`src/rtl/mem_pkg.sv`:
```
// rtl/mem_pkg.sv - shared types and defaults for the data memory responder
package mem_pkg;

  localparam int WORD_W          = 32;
  localparam int DEPTH_DEF       = 64;
  localparam int WAIT_CYCLES_DEF = 2;

  typedef enum logic [1:0] {
    IDLE = 2'd0,
    WAIT = 2'd1,
    RESP = 2'd2
  } state_t;

endpackage

```
`src/rtl/dm_word_array.sv`:
```
// rtl/dm_word_array.sv - word storage, synchronous single-port write, registered read
module dm_word_array
  import mem_pkg::*;
#(
  parameter int DEPTH = DEPTH_DEF,
  parameter int AW    = $clog2(DEPTH)
) (
  input  logic              clk,
  input  logic              rst_n,
  input  logic              we,
  input  logic              re,
  input  logic              rzero,
  input  logic [AW-1:0]     addr,
  input  logic [WORD_W-1:0] wdata,
  output logic [WORD_W-1:0] rdata
);

  logic [WORD_W-1:0] mem [DEPTH];

  // Storage is deliberately left out of reset so contents survive an aborted access.
  always_ff @(posedge clk) begin
    if (we) mem[addr] <= wdata;
  end

  always_ff @(posedge clk or negedge rst_n) begin
    if (!rst_n)  rdata <= '0;
    else if (re) rdata <= rzero ? '0 : mem[addr];
  end

endmodule

```
`src/rtl/data_mem_responder.sv`:
```
// rtl/data_mem_responder.sv - wait-state data memory responder for the MEM stage
// Optional misaligned-access checking is enabled by DATA_MEM_MISALIGN_CHECK_EN.
module data_mem_responder
  import mem_pkg::*;
#(
  parameter int DEPTH       = DEPTH_DEF,
  parameter int WAIT_CYCLES = WAIT_CYCLES_DEF
) (
  input  logic              clk,
  input  logic              rst_n,
  input  logic              req_valid,
  input  logic              req_write,
  input  logic [31:0]       req_addr,
  input  logic [WORD_W-1:0] req_wdata,
  output logic              req_ready,
  output logic              resp_valid,
  output logic [WORD_W-1:0] resp_rdata,
  output logic              stall,
  output logic              resp_err
);

  localparam int         AW       = $clog2(DEPTH);
  localparam logic [3:0] CNT_INIT = 4'(WAIT_CYCLES - 1);

  state_t            state, state_nx;
  logic [3:0]        cnt, cnt_nx;
  logic              commit;
  logic              wr_q, mis_q, err_q;
  logic [AW-1:0]     idx_q;
  logic [WORD_W-1:0] wdata_q;
  logic              req_mis;
  logic              in_idle;
  logic              acc_wr, acc_mis;
  logic [AW-1:0]     acc_idx;
  logic [WORD_W-1:0] acc_wdata;
  logic              unused_addr;

`ifdef DATA_MEM_MISALIGN_CHECK_EN
  assign req_mis     = (req_addr[1:0] != 2'b00);
  assign unused_addr = ^req_addr[31:AW+2];
`else
  assign req_mis     = 1'b0;
  assign unused_addr = ^{req_addr[31:AW+2], req_addr[1:0]};
`endif

  always_comb begin
    state_nx = state;
    cnt_nx   = cnt;
    commit   = 1'b0;
    unique case (state)
      IDLE: begin
        if (req_valid) begin
          if (WAIT_CYCLES == 0) begin
            state_nx = RESP;
            commit   = 1'b1;
          end else begin
            state_nx = WAIT;
            cnt_nx   = CNT_INIT;
          end
        end
      end
      WAIT: begin
        if (cnt == 4'd0) begin
          state_nx = RESP;
          commit   = 1'b1;
        end else begin
          cnt_nx = cnt - 4'd1;
        end
      end
      RESP:    state_nx = IDLE;
      default: state_nx = IDLE;
    endcase
  end

  // With zero wait states the commit edge is the acceptance edge, so bypass the capture regs.
  assign in_idle   = (state == IDLE);
  assign acc_wr    = in_idle ? req_write             : wr_q;
  assign acc_mis   = in_idle ? req_mis               : mis_q;
  assign acc_idx   = in_idle ? req_addr[AW+1:2]      : idx_q;
  assign acc_wdata = in_idle ? req_wdata             : wdata_q;

  always_ff @(posedge clk or negedge rst_n) begin
    if (!rst_n) begin
      state   <= IDLE;
      cnt     <= 4'd0;
      wr_q    <= 1'b0;
      mis_q   <= 1'b0;
      idx_q   <= '0;
      wdata_q <= '0;
      err_q   <= 1'b0;
    end else begin
      state <= state_nx;
      cnt   <= cnt_nx;
      if (in_idle && req_valid) begin
        wr_q    <= req_write;
        mis_q   <= req_mis;
        idx_q   <= req_addr[AW+1:2];
        wdata_q <= req_wdata;
      end
      if (commit) err_q <= acc_mis;
    end
  end

  dm_word_array #(.DEPTH(DEPTH), .AW(AW)) u_array (
    .clk   (clk),
    .rst_n (rst_n),
    .we    (commit & acc_wr & ~acc_mis),
    .re    (commit & ~acc_wr),
    .rzero (acc_mis),
    .addr  (acc_idx),
    .wdata (acc_wdata),
    .rdata (resp_rdata)
  );

  assign req_ready  = in_idle;
  assign resp_valid = (state == RESP);
  assign resp_err   = resp_valid & err_q;
  assign stall      = (in_idle & req_valid) | (state == WAIT);

endmodule

```
`config.mk`:
```
export PLATFORM = sky130hd
export DESIGN_NAME = data_mem_responder
export DESIGN_NICKNAME = d
export VERILOG_FILES = /design/src/rtl/mem_pkg.sv /design/src/rtl/dm_word_array.sv /design/src/rtl/data_mem_responder.sv
export SDC_FILE = /design/constraint.sdc
export NUM_CORES = 2
export LEC_CHECK = 0
export CAP_MARGIN = 20
export CORE_ASPECT_RATIO = 0.9
export CORE_MARGIN = 4
export CORE_UTILIZATION = 59
export DETAILED_ROUTE_END_ITERATION = 16
export GPL_ROUTABILITY_DRIVEN = 1
export PLACE_DENSITY = 0.78
export SETUP_SLACK_MARGIN = 0.3
export SLEW_MARGIN = 20
export SYNTH_ARGS = -nofsm -noshare
export SYNTH_HDL_FRONTEND = slang
export SYNTH_SLANG_ARGS = --single-unit
```
`constraint.sdc`:
```
create_clock -name clk -period 7.6 [get_ports clk]
set_input_delay 1.52 -clock clk [delete_from_list [all_inputs] [get_ports clk]]
set_output_delay 1.52 -clock clk [all_outputs]
set_load 0.02 [all_outputs]
```
==> results.md <==
* Port bufs at 76
* Worst VDD drop at 0.525 mV
* Clock share of power at between 20% and 30%
* Worst-case clock buffer depth at 3
* Final hold violations at 0
* Avg Vias per Cell at between 7 and 8
* Share of total power in combinational logic at around a third
* Tot Pwr at roughly 38 mW
* Post-DP HPWL at 131000 microns
* Final std cells w/o fill at 6983
* Pre-CTS WS at 1360 ps
* Startpoint Class: primary input
* Met3 Use GR at 9.43%
* Crit path capture type: flop
* Final setup fails at 0
* Post-layout min period at ~5600 ps
* Core Box Area at ~130000 sq um
* Root buf cell: clkbuf_16
* Share of layout cells above drive strength 1 at 11.3%
* GPL Wtd Cong at 0.845
* Syn Area/Cell at around 16 sq um
* CP max stage cell: nor2_4
* IO Pins at around 100
* Unrepaired setup endpoints after global routing: no
* Layout area overhead at 12.7%
* Count leader, synth: edfxtp_1
* Family with the most delay on the worst path: simple AND/OR/NAND/NOR gates
* Drt wl/cell at about 35 microns
* Inst Count DP at ~6600
* Fmax at 0.178 GHz
* GRT busiest layer: met2
* Post-synth top area share at between 70 and 80%
* Net Sw Power at approximately 14 mW
* Int Power at between 20 and 25 mW
* Drc violations at 0
* Final WL at between 200000 and 250000 microns
* Htree depth at 4
* Most used cell, CP: nor2_4
* Largest area contributor in the netlist: edfxtp_1
* Initial antenna violation count at 3
* Nets at 5082
* Synth async-reset ratio at between 3 and 4%
* Worst path required time at between 8000 and 9000 ps
* EDFF count, synth at 2048
* Worst relative slew slack at between 10 and 15%
* Synth area leaders: edfxtp_1 77%, mux2i_1 3.4%, nand2_1 2.9%, dfrtp_1 2.4%, a21oi_1 2.3%
* Sw frac at a little under two fifths
* Power per cell area at between 400 and 500 nW/um^2
* Final period util at 73.9%
* GR Layer Usage met1 at between 40% and 50%
* Vias at approximately 50000
* DIE AREA at 142000 sq um
* Yosys reg bits at about 2100
* Register area share after synthesis at between 70% and 80%
* Status: complete, no violations
* Predominant post-synthesis flop cell: edfxtp_1
* Synth unique cells at slightly below 80
* Setup repair bufs after CTS at 0
* Cts hold-fix bufs at 0
* Clk sinks at approximately 2100
* Tightest Pin Transition at ~1200 ps
* Skew final at around 36 ps
* Syn Nets at 4945
* First-pass GRT wire length at roughly 350000 microns
* Vias in the first global route at approximately 50000
* HP Class: flop to flop
* Max cap viols at 0
* Setup TNS at 0 ps
* Total grt overflow at 0
* Antenna viol nets, final at 0
* Synth Warn # at 0
* Crit path kind: primary input to flop
* # rows at approximately 130
* Max Slew Vio Count at 0
* Crit-path cells: clkdlybuf4s50_1 > mux2_8 > nor2_4 > nand2_1 > nor2_4 > buf_4
* Clk slew on worst S/H paths at roughly 60 ps
* Num CTS Buffers at roughly 190
* Gr usage total at approximately a third
* Post-cts sizing count at 0
* Initial Utilization at roughly three fifths
* Worst skew pair latency at 830 ps
* Max FO, Critical Path at 69
* Fill cells at between 8000 and 9000
* GR Util met2 at 51.7%
* TritonRoute pass-1 iters at 12
* Largest net degree at the start of global routing at 128
* Top cells by count, synth: 2048 x edfxtp_1, 629 x nand2_1, 361 x a21oi_1
* Leak Pwr at about 29 nW
* CP max stage delay at 1090 ps
* CP Data Arrival Time at slightly above 6000 ps
* Die height at roughly 360 microns
* Initial DRC Count at roughly 9800
* Sequential Power Share at roughly two fifths
* WHS at 476 ps
* Cells after Synth at approximately 4900
* Setup ws final at 1980 ps
* Synthesized cell area at 80100 sq um
* CP bufs+invs at 2
* Die Span X at 396 microns
* Clock tree from TritonCTS: built
## metal layers
layer / vias up / part of all wire [%]
met5: - / 0.0089
met3: 955 / 16
met2: 5092 / 44
met1: 24642 / 33
met4: 2 / 7.4
li1: 19763 / -
## power by group through the flow
stage / Clock [mW] / Combinational [mW] / Sequential (mW)
detailed placement: 0 / 11.9 / 15.8
finish: 9.55 / 12.6 / 15.6
CTS: 9.53 / 12.1 / 15.6
global route: 10.1 / 12.9 / 15.6
global placement: 0 / 11.6 / 15.8
floorplan: 0 / 6.79 / 15.8
## layout make-up
cell class              instances  area (sq um)  area share, %
flip-flops and latches       2125         63400           70.3
multi-input cells            2427         15900           17.6
clock buffers                 270          5340           5.92
repair buffers                259          2430           2.69
well taps                    1806          2260           2.51
clock inverters                85           800          0.886
inverters                       8          30.0         0.0333
diodes                          3          7.51        0.00832
## final timing paths
path | startpoint | to | slack, ps | cells past startpoint
worst max-delay path | req_addr[2] | u_array.mem[40][25] | 1980 | 6
max in group asynchronous | rst_n | wdata_q[26] | 5520 | 2
min in group asynchronous | rst_n | u_array.rdata[7] | 650 | 1
worst max register to register | state[1] | u_array.mem[49][6] | 2070 | 8
worst min register to register | wdata_q[26] | wdata_q[26] | 480 | 2
worst min-delay path | wdata_q[26] | wdata_q[26] | 480 | 2
## logic make-up (layout without fill, tap and decap cells)
family / count (synthesis) / in the layout / synth area share [%]
flops: 2125 / 2125 / 79.2
fa+ha+maj: 2 / 2 / 0.0313
buf+inv: 323 / 622 / 1.88
simple gates: 870 / 870 / 4.40
xor+xnor: 2 / 2 / 0.0219
mux: 279 / 279 / 3.51
compound gates: 1273 / 1273 / 10.9
other cells: 1 / 4 / 0.00468
## layout by cell type, fill, tap and decap left out, drive strengths merged, types with 62 or more instances in the layout
master,n
a31oi,90
a222oi,96
nor2,134
o21ai,88
a22o,83
clkdlybuf4s50,75
a22oi,220
o22ai,136
nand2,629
clkbuf,270
buf,184
edfxtp,2048
mux2i,274
a21oi,363
dfrtp,77
a221oi,94
clkinv,62
## worst reg2reg max path: stages, from the launching register on
cell	delay, ps
dfrtp_1	600
or2_2	640
inv_2	670
nand2_1	160
nand2_1	500
nand2_2	850
buf_4	540
nor2_4	810
buf_4	440
## through the flow
step,cell area (sq um),utilization [%]
floorplan,80100,-
global placement,83900,62.7
global route,90200,67.3
detailed placement,84000,62.7
finish,90200,67.3
CTS,90100,67.3
## state kept, by name (all words and copies together), names as in the netlist
signal         count
cnt                4
idx_q              6
state              2
u_array.mem     2048
u_array.rdata     32
wdata_q           32
wr_q               1
No activity file was read; power rests on OpenSTA's default activity.
